$ cat src/rtl/hwag_tooth_sync_if.sv
// Crank sync bundle: capture inputs (edge/period/overflow/enable) and sync status outputs.
// Master drives the capture side, slave is the sync controller.
interface hwag_tooth_sync_if #(
    parameter int PCNT_W = 24,
    parameter int TCNT_W = 8
);
    logic              ena;
    logic              edge_vld;
    logic [PCNT_W-1:0] period;
    logic              pcnt_ovf;
    logic              sync;
    logic [1:0]        state;
    logic [TCNT_W-1:0] tooth_num;
    logic [PCNT_W-1:0] last_period;
    logic              gap_flag;
    logic              sync_err;

    modport master (
        output ena, edge_vld, period, pcnt_ovf,
        input  sync, state, tooth_num, last_period, gap_flag, sync_err
    );

    modport slave (
        input  ena, edge_vld, period, pcnt_ovf,
        output sync, state, tooth_num, last_period, gap_flag, sync_err
    );
endinterface

$ cat src/rtl/hwag_tooth_sync.sv
// Crank-wheel sync: detects the missing-tooth gap, counts teeth, flags sync loss.
// Latency: 1 cycle, all outputs registered on the edge that samples edge_vld/pcnt_ovf.
// Backpressure: none; every capture strobe is consumed in the cycle it arrives.
module hwag_tooth_sync #(
    parameter int PCNT_W = 24,
    parameter int TCNT_W = 8,
    parameter int TEETH  = 58
) (
    input  logic               clk,
    input  logic               rst,
    hwag_tooth_sync_if.slave   bus
);
    typedef enum logic [1:0] {IDLE = 2'd0, ARM = 2'd1, SEARCH = 2'd2, SYNC = 2'd3} state_t;

    localparam logic [TCNT_W-1:0] LAST_TOOTH = TCNT_W'(TEETH - 1);

    state_t            state_q, state_d;
    logic              arm_q, arm_d;
    logic [TCNT_W-1:0] tooth_q, tooth_d;
    logic [PCNT_W-1:0] lp_q, lp_d;
    logic              gap_q, gap_d;
    logic              err_q, err_d;
    logic              sync_q;
    logic              gap;

    // One extra bit on both sides so 2*last_period cannot wrap.
    assign gap = ({1'b0, bus.period} >= {lp_q, 1'b0});

    always_ff @(posedge clk or negedge rst) begin
        if (!rst) begin
            state_q <= IDLE;
            arm_q   <= 1'b0;
            tooth_q <= '0;
            lp_q    <= '0;
            gap_q   <= 1'b0;
            err_q   <= 1'b0;
            sync_q  <= 1'b0;
        end else begin
            state_q <= state_d;
            arm_q   <= arm_d;
            tooth_q <= tooth_d;
            lp_q    <= lp_d;
            gap_q   <= gap_d;
            err_q   <= err_d;
            sync_q  <= (state_d == SYNC);
        end
    end

    always_comb begin
        state_d = state_q;
        arm_d   = arm_q;
        tooth_d = tooth_q;
        lp_d    = lp_q;
        gap_d   = 1'b0;
        err_d   = 1'b0;
        if (!bus.ena) begin
            state_d = IDLE;
            arm_d   = 1'b0;
            tooth_d = '0;
            lp_d    = '0;
        end else if (bus.pcnt_ovf && state_q != IDLE) begin
            // Engine stalled: restart acquisition from scratch.
            err_d   = (state_q == SYNC);
            state_d = ARM;
            arm_d   = 1'b0;
            tooth_d = '0;
            lp_d    = '0;
        end else begin
            case (state_q)
                IDLE: begin
                    state_d = ARM;
                    arm_d   = 1'b0;
                end
                ARM: if (bus.edge_vld) begin
                    // First period after start is partial and is dropped.
                    if (!arm_q) begin
                        arm_d = 1'b1;
                    end else begin
                        lp_d    = bus.period;
                        state_d = SEARCH;
                    end
                end
                SEARCH: if (bus.edge_vld) begin
                    if (gap) begin
                        state_d = SYNC;
                        tooth_d = '0;
                        gap_d   = 1'b1;
                    end else begin
                        lp_d = bus.period;
                    end
                end
                SYNC: if (bus.edge_vld) begin
                    if (tooth_q != LAST_TOOTH) begin
                        if (gap) begin
                            err_d   = 1'b1;
                            state_d = SEARCH;
                            tooth_d = '0;
                        end else begin
                            tooth_d = tooth_q + 1'b1;
                            lp_d    = bus.period;
                        end
                    end else if (gap) begin
                        tooth_d = '0;
                        gap_d   = 1'b1;
                    end else begin
                        err_d   = 1'b1;
                        state_d = SEARCH;
                        tooth_d = '0;
                        lp_d    = bus.period;
                    end
                end
                default: state_d = IDLE;
            endcase
        end
    end

    assign bus.sync        = sync_q;
    assign bus.state       = state_q;
    assign bus.tooth_num   = tooth_q;
    assign bus.last_period = lp_q;
    assign bus.gap_flag    = gap_q;
    assign bus.sync_err    = err_q;
endmodule

$ cat src/flat_wrapper.sv
// flat-port wrapper written by rule: the top's interface ports become plain ports
module hwag_tooth_sync_flat 
#(
    parameter int PCNT_W = 24,
    parameter int TCNT_W = 8,
    parameter int TEETH  = 58
)
  (clk, rst, bus_ena, bus_edge_vld, bus_period, bus_pcnt_ovf, bus_sync, bus_state, bus_tooth_num, bus_last_period, bus_gap_flag, bus_sync_err);
  hwag_tooth_sync_if #(.PCNT_W(PCNT_W), .TCNT_W(TCNT_W)) bus_i ();
  input  logic clk;
  input  logic rst;
  input wire logic [$bits(bus_i.ena)-1:0] bus_ena;
  input wire logic [$bits(bus_i.edge_vld)-1:0] bus_edge_vld;
  input wire logic [$bits(bus_i.period)-1:0] bus_period;
  input wire logic [$bits(bus_i.pcnt_ovf)-1:0] bus_pcnt_ovf;
  output wire logic [$bits(bus_i.sync)-1:0] bus_sync;
  output wire logic [$bits(bus_i.state)-1:0] bus_state;
  output wire logic [$bits(bus_i.tooth_num)-1:0] bus_tooth_num;
  output wire logic [$bits(bus_i.last_period)-1:0] bus_last_period;
  output wire logic [$bits(bus_i.gap_flag)-1:0] bus_gap_flag;
  output wire logic [$bits(bus_i.sync_err)-1:0] bus_sync_err;
  assign bus_i.ena = bus_ena;
  assign bus_i.edge_vld = bus_edge_vld;
  assign bus_i.period = bus_period;
  assign bus_i.pcnt_ovf = bus_pcnt_ovf;
  assign bus_sync = bus_i.sync;
  assign bus_state = bus_i.state;
  assign bus_tooth_num = bus_i.tooth_num;
  assign bus_last_period = bus_i.last_period;
  assign bus_gap_flag = bus_i.gap_flag;
  assign bus_sync_err = bus_i.sync_err;
  hwag_tooth_sync #(.PCNT_W(PCNT_W), .TCNT_W(TCNT_W), .TEETH(TEETH)) u_core (.clk(clk), .rst(rst), .bus(bus_i));
endmodule
$ cat config.mk
export PLATFORM = sky130hd
export DESIGN_NAME = hwag_tooth_sync_flat
export DESIGN_NICKNAME = d
export VERILOG_FILES = /design/src/rtl/hwag_tooth_sync_if.sv /design/src/rtl/hwag_tooth_sync.sv /design/src/flat_wrapper.sv
export SDC_FILE = /design/constraint.sdc
export NUM_CORES = 1
export LEC_CHECK = 0
export BUFFER_PORTS_ARGS = -buffer_cell sky130_fd_sc_hd__buf_4
export CAP_MARGIN = 20
export CORE_MARGIN = 4
export CORE_UTILIZATION = 45
export CTS_CLUSTER_SIZE = 16
export DETAILED_ROUTE_END_ITERATION = 6
export PLACE_DENSITY = 0.73
export SYNTH_ARGS = -nofsm -noshare
export SYNTH_HDL_FRONTEND = slang
export SYNTH_SLANG_ARGS = --single-unit
$ cat constraint.sdc
create_clock -name clk -period 2.43 [get_ports clk]
set_input_delay 0.6075 -clock clk [delete_from_list [all_inputs] [get_ports clk]]
set_output_delay 0.6075 -clock clk [all_outputs]
set_load 0.02 [all_outputs]
==> results of run 1 <==
[placed cells by master, fill, tap and decap left out, types with 3 or more instances in the layout]
cell type | Yosys | final
o21ai_0 | 31 | 12
nand2b_1 | 5 | 5
ha_1 | 26 | 17
a22o_1 | 3 | 3
o21ai_1 | 2 | 18
ha_4 | 0 | 9
buf_4 | 0 | 98
dfrtp_1 | 38 | 38
buf_12 | 0 | 3
a21oi_1 | 13 | 11
inv_2 | 0 | 5
nand3_2 | 1 | 11
o21ai_2 | 1 | 3
clkbuf_8 | 0 | 5
a21o_1 | 4 | 4
nor2_1 | 11 | 11
buf_6 | 5 | 5
nand2_1 | 38 | 37
nor3_1 | 8 | 8
nand4_1 | 3 | 3
nand3_1 | 27 | 17
inv_1 | 27 | 22
o211ai_1 | 3 | 3
[final timing paths]
check	startpoint	to	slack, ns	cells after the start
max in group asynchronous	rst	u_core.bus.sync_err	1.80	1
min in group clk	bus_period[7]	u_core.bus.last_period[7]	0.53	3
worst min register to register	u_core.bus.last_period[5]	u_core.bus.last_period[5]	0.55	2
worst max register to register	u_core.bus.last_period[15]	u_core.bus.last_period[20]	-0.05	12
worst max-delay path	bus_period[16]	u_core.bus.last_period[20]	-0.07	12
worst min-delay path	rst	u_core.bus.last_period[1]	0.27	1
[registers in the layout, summed over array words and instances (netlist names)]
| register | count |
|---|---|
| u_core.arm_q | 1 |
| u_core.bus.gap_flag | 1 |
| u_core.bus.last_period | 24 |
| u_core.bus.state | 2 |
| u_core.bus.sync | 1 |
| u_core.bus.sync_err | 1 |
| u_core.bus.tooth_num | 8 |
[power by group through the flow]
stage                     clock, mW  sequential (mW)  combinational (mW)
after floorplan                   0            0.698               0.161
after global placement            0            0.680               0.312
after detailed placement          0            0.680               0.319
after CTS                     0.548            0.668               0.320
after global routing          0.592            0.669               0.471
final                         0.537            0.667               0.435
[routing by layer]
metal / vias up / routed length (µm) / track usage
li1: 1191 / - / -
met1: 1169 / 3030 / 0.246
met2: 69 / 3530 / 0.334
met3: 11 / 449 / 0.0461
met4: 0 / 125 / 0.0615
met5: - / 0 / 0
[layout make-up]
cell class,count,area (µm²)
Clock buffer,5,68.8
Clock inverter,3,40.0
Fill cell,370,1500
Inverter,27,101
Multi-Input combinational cell,200,1520
Sequential cell,38,951
Tap cell,70,87.6
Timing Repair Buffer,109,907
[timing repair]
| action | CTS | global route |
|---|---|---|
| setup endpoints to repair | 0 | 34 |
| gates resized for setup | 0 | 72 |
| setup buffers | 0 | 22 |
[metrics by stage]
stage	power [mW]	setup WS (ns)	cell area [µm²]	hold WS (ns)
2_1_floorplan	0.859	0.0877	2440	0.312
3_3_place_gp	0.992	-0.194	3080	0.536
3_5_place_dp	0.999	-0.246	3080	0.544
4_1_cts	1.54	0.0241	3180	0.293
5_1_grt	1.73	-0.183	3680	0.297
6_report	1.64	-0.0665	3680	0.268
[kinds of logic (layout without fill, tap and decap cells)]
group,Yosys count,count (layout),synth area share
flops,38,38,0.389
mux,1,1,0.00410
fa+ha+maj,26,26,0.133
buf+inv,42,144,0.0830
simple gates,102,102,0.207
compound gates,70,70,0.179
xor+xnor,1,1,0.00359
==> metrics.csv, run 1 <==
stage,metric,value,unit
worst_setup_path,CP Launch Type,primary input,
synth,Gate Count Post-Synth,280,
detailed_routing,Antenna Violating Nets Remaining,0,
worst_setup_path,Top delay family on crit path,compound AO/OA/AOI/OAI gates,
floorplan,Initial Util,0.472,
status,failing checks,setup timing,
synth,top-area cell type share of the netlist area,0.389,
detailed_routing,mean routed wirelength per cell,15.8,µm
placement,Detail Placement HPWL,4400,µm
worst_setup_path,WP data arrival,2.72,ns
synth,"Seq/Total Area, Yosys",0.389,
placement,Placed Cells,418,
clock_tree,CTS tree,built,
grt,antenna violations before repair,0,
synth,Post-Syn Area,2440,µm²
detailed_routing,1st-iter DRT viols,156,
detailed_routing,drt drc,0,
timing,Final Critical Period,2.50,ns
floorplan,IO Pins,66,
cells_and_area,share of cells above drive strength 1,0.414,
synth,Synth cell types,43,
floorplan,Core Region,5170,µm²
power_and_ir_drop,Sequential Power Share,0.407,
placement,PortBufs,65,
worst_setup_path,worst endpoint required time,2.65,ns
timing,Final WS setup,-0.0665,ns
clock_tree,clock slew at the register clock pins of the worst setup and hold paths,0.08,ns
timing,final number of setup-violating endpoints,25,
clock_tree,CTS sink cnt,38,
power_and_ir_drop,Logic pwr share,0.265,
timing,Final Skew,0.0138,ns
floorplan,die area,6670,µm²
clock_tree,Max Root-Sink Buffers,2,
power_and_ir_drop,clock share of power,0.328,
synth,"EDFF count, synth",0,
power_and_ir_drop,power density cells,446,nW/µm²
grt,largest net degree at the start of global routing,39,
synth,Area contributors post-synth,"dfrtp_1, ha_1, o21ai_0",
grt,global-route wire length before repair,10100,µm
synth,Synth Area per Inst,8.72,µm²
detailed_routing,First-pass DRT Iterations,4,
power_and_ir_drop,Peak VDD IR,0.000316,V
power_and_ir_drop,sw frac,0.290,
power_and_ir_drop,internal power,1.16,mW
timing,FMAX,401,MHz
min_path,Min-Delay Path Class,primary input to async pin,
timing,final worst-path cycle share,1.03,
cells_and_area,nets@finish,436,
synth,Main synth FF type,dfrtp_1,
floorplan,Die Span X,81.7,µm
synth,syn nets,335,
cells_and_area,Util after Layout,0.711,
synth,"FF+latch count, synth",38,
worst_setup_path,Worst Path Max Fanout,8,
timing,"Hold Vio Cnt, Final",0,
worst_setup_path,crit path capture type,register,
clock_tree,hold buffer count at cts,0,
power_and_ir_drop,leakage dissipation,1.70,nW
status,status,"finished, violations left",
cells_and_area,diode count,0,
power_and_ir_drop,sw power,476,µW
floorplan,row count,26,
floorplan,Die Ht,81.7,µm
cells_and_area,area delta synth->final,50.6,%
clock_tree,Clock Tree Root,clkbuf_8,
worst_setup_path,WS Path Type,primary input to register,
timing,relative slew slack,0.672,
timing,Slew @ Worst Pin,0.492,ns
worst_setup_path,"slowest stage delay, CP",0.38,ns
detailed_routing,DR vias/cell,5.40,
run,maximum capacitance violations,0,
timing,unrepaired setup endpoints after global routing,yes,
clock_tree,clock latency at the later pin of the worst-skew pair,0.30,ns
clock_tree,H-tree depth,2,
clock_tree,number of buffers created by CTS,5,
grt,GRT overflow,0,
timing,"Slew Viols, Final",0,
synth,Syn. warnings,0,
synth,post-synth top area cell,dfrtp_1,
detailed_routing,Total Wirelength,7130,µm
placement,RePlAce Congestion,0.842,
synth,asr flop ratio synth,1.00,
grt,vias in the first global route,2221,
synth,most frequent cells after synthesis,"dfrtp_1, nand2_1, o21ai_0",
cells_and_area,final std cells w/o fill,452,
detailed_routing,Vias,2440,
grt,GRT Overall Usage,0.196,
worst_setup_path,critical path's slowest cell,a221oi_4,
timing,setup TNS,-0.886,ns
worst_setup_path,Worst Path Buf+Inv,4,
worst_setup_path,worst path cell trace,buf_4 -> ha_1 -> buf_4 -> a21oi_1 -> o21ai_1 -> a22oi_1 -> nand3_2 -> a221oi_4 -> buf_12 -> buf_8 -> nand3_2 -> o21ai_1,
Power figures use the tool's default switching activity.
==> inputs of run 2 (changes only) <==
Settings changed: ABC_AREA set to 1, PLACE_DENSITY 0.73 to 0.72.
==> metrics.csv, run 2 <==
stage,metric,value,unit
floorplan,Die Span X,85.4,µm
power_and_ir_drop,leakage dissipation,1.73,nW
detailed_routing,Vias,2310,
power_and_ir_drop,power density cells,546,nW/µm²
synth,Synth cell types,31,
timing,final worst-path cycle share,0.884,
worst_setup_path,crit path capture type,register,
synth,Main synth FF type,dfrtp_1,
clock_tree,post-cts resize count,0,
clock_tree,Max Root-Sink Buffers,2,
grt,antenna violations before repair,0,
synth,Area contributors post-synth,"dfrtp_1, ha_1, nand2_1",
placement,Detail Placement HPWL,4440,µm
clock_tree,clock slew at the register clock pins of the worst setup and hold paths,0.09,ns
cells_and_area,share of cells above drive strength 1,0.327,
clock_tree,number of buffers created by CTS,5,
floorplan,IO Pins,66,
worst_setup_path,R2R Setup Slk,0.28,ns
synth,"Seq/Total Area, Yosys",0.353,
worst_setup_path,crit path launch,u_core.bus.last_period[15],
placement,Post-DP Area,3230,µm²
timing,"Hold Vio Cnt, Final",0,
detailed_routing,Antenna Violating Nets Remaining,0,
worst_setup_path,worst r2r path cells,14,
placement,PortBufs,65,
timing,"Slew Viols, Final",0,
timing,setup TNS,0,ns
detailed_routing,1st-iter DRT viols,58,
grt,GRT overflow,0,
synth,Syn. warnings,0,
synth,top-area cell type share of the netlist area,0.353,
worst_setup_path,CP Launch Type,register,
synth,Synth Area per Inst,8.26,µm²
synth,Gate Count Post-Synth,326,
worst_setup_path,Worst Path Max Fanout,48,
cells_and_area,area delta synth->final,25.0,%
synth,most frequent cells after synthesis,"nand2_1, inv_1, dfrtp_1",
cells_and_area,most frequent cells in the layout,"nand2_1, buf_4, inv_1",
cells_and_area,register area,951,µm²
synth,asr flop ratio synth,1.00,
timing,unrepaired setup endpoints after global routing,no,
timing,final number of setup-violating endpoints,0,
cells_and_area,multi-input combinational cell area,1440,µm²
worst_setup_path,Critical R2R Launch,u_core.bus.last_period[15],
floorplan,die area,7290,µm²
synth,post-synth top area cell,dfrtp_1,
timing,Final Critical Period,2.15,ns
detailed_routing,drt drc,0,
floorplan,Initial Util,0.477,
grt,vias in the first global route,2242,
worst_setup_path,Worst R2R End,u_core.bus.last_period[16],
worst_setup_path,critical path's slowest cell,dfrtp_1,
status,status,finished clean,
detailed_routing,Total Wirelength,5760,µm
synth,"EDFF count, synth",0,
grt,GRT Overall Usage,0.166,
run,maximum capacitance violations,0,
timing,Final Skew,0.0104,ns
timing,Slew @ Worst Pin,0.506,ns
cells_and_area,nets@finish,448,
cells_and_area,"commonest non-fill, non-tap cell in the layout",nand2_1,
clock_tree,hold buffer count at cts,0,
detailed_routing,First-pass DRT Iterations,4,
clock_tree,Setup Buffers After CTS,0,
worst_setup_path,worst endpoint required time,2.65,ns
timing,Final WS setup,0.282,ns
worst_setup_path,"slowest stage delay, CP",0.37,ns
min_path,Min-Delay Path Class,primary input to async pin,
clock_tree,clock latency at the later pin of the worst-skew pair,0.29,ns
cells_and_area,Fill cells,528,
worst_setup_path,worst path cell trace,inv_1 -> ha_1 -> nand2_1 -> inv_1 -> nand2_2 -> nor2_1 -> nand2_1 -> nor2_1 -> nor2_4 -> nand3_4 -> a21oi_4 -> buf_12 -> nand3_1 -> o21ai_2,
cells_and_area,max reg flops,24,
clock_tree,CTS tree,built,
cells_and_area,diode count,0,
grt,largest net degree at the start of global routing,49,
clock_tree,Clock Tree Root,clkbuf_8,
worst_setup_path,WS Path Type,register to register,
placement,Place WS,0.0129,ns
placement,RePlAce Congestion,0.831,
worst_setup_path,WP data arrival,2.37,ns
detailed_routing,mean routed wirelength per cell,12.4,µm
synth,"FF+latch count, synth",38,
synth,syn nets,381,
timing,relative slew slack,0.663,
cells_and_area,Util after Layout,0.597,
grt,global-route wire length before repair,9950,µm
floorplan,Core Region,5640,µm²
synth,cell with the most instances after synthesis,nand2_1,
timing,FMAX,466,MHz
floorplan,row count,27,
synth,Post-Syn Area,2690,µm²
power_and_ir_drop,Peak VDD IR,0.000291,V
clock_tree,H-tree depth,2,
floorplan,Die Ht,85.4,µm
detailed_routing,DR vias/cell,4.96,
cells_and_area,final instance area,3370,µm²
clock_tree,CTS sink cnt,38,
run 2: how the worst max path moves through the flow:
stage          cells after the start  slack (ns)                    endpoint
2_1_floorplan                     14        0.34   u_core.bus.last_period[0]
3_3_place_gp                      12        0.07  u_core.bus.last_period[15]
3_5_place_dp                      12        0.01  u_core.bus.last_period[21]
4_1_cts                           14        0.28  u_core.bus.last_period[20]
5_1_grt                           14        0.05  u_core.bus.last_period[19]
6_report                          14        0.28  u_core.bus.last_period[16]
run 2: report_power, final:
group	total [mW]	internal (mW)	leakage, nW	switching [mW]
clock	0.676	0.438	0.0714	0.238
sequential	0.690	0.667	0.510	0.0233
combinational	0.474	0.190	1.15	0.285
run 2: routing by layer:
| metal | vias up | routed length (µm) | track usage | part of all wire |
|---|---|---|---|---|
| li1 | 1178 | - | - | - |
| met1 | 1068 | 2660 | 0.214 | 0.46 |
| met2 | 60 | 2710 | 0.280 | 0.47 |
| met3 | 4 | 342 | 0.0437 | 0.059 |
| met4 | 0 | 46 | 0.0360 | 0.0080 |
| met5 | - | 0 | 0 | 0 |
run 2: cells by family after synthesis:
group                      after synthesis  synth area share
buffers and inverters                   67             0.111
and+or+nand+nor                        146             0.276
AOI/OAI and AO/OA                       45             0.126
adders and majority gates               26             0.121
xor gates and xnor gates                 4            0.0130
DFF                                     38             0.353
run 2: metrics by stage:
| stage | cells | hold WS, ns | power [mW] |
|---|---|---|---|
| 2_1_floorplan | 326 | 0.312 | 1.02 |
| 5_1_grt | 466 | 0.316 | 1.95 |
| 3_5_place_dp | 458 | 0.542 | 1.18 |
| 3_3_place_gp | 458 | 0.538 | 1.17 |
| 6_report | 466 | 0.288 | 1.84 |
| 4_1_cts | 466 | 0.304 | 1.86 |
run 2: worst max-delay path: cells and delay by family, from the launching register on:
kind / cells / cell delay (ns)
compound gates: 2 / 0.24
fa+ha+maj: 1 / 0.30
buf+inv: 3 / 0.40
flops: 1 / 0.37
simple gates: 8 / 0.72
run 2: area by class of cell:
cell class	count	share of cell area
repair buffers	67	0.153
inverters	60	0.0669
clock buffers	6	0.0245
flip-flops and latches	38	0.282
well taps	72	0.0267
multi-input cells	221	0.429
clock inverters	2	0.0178
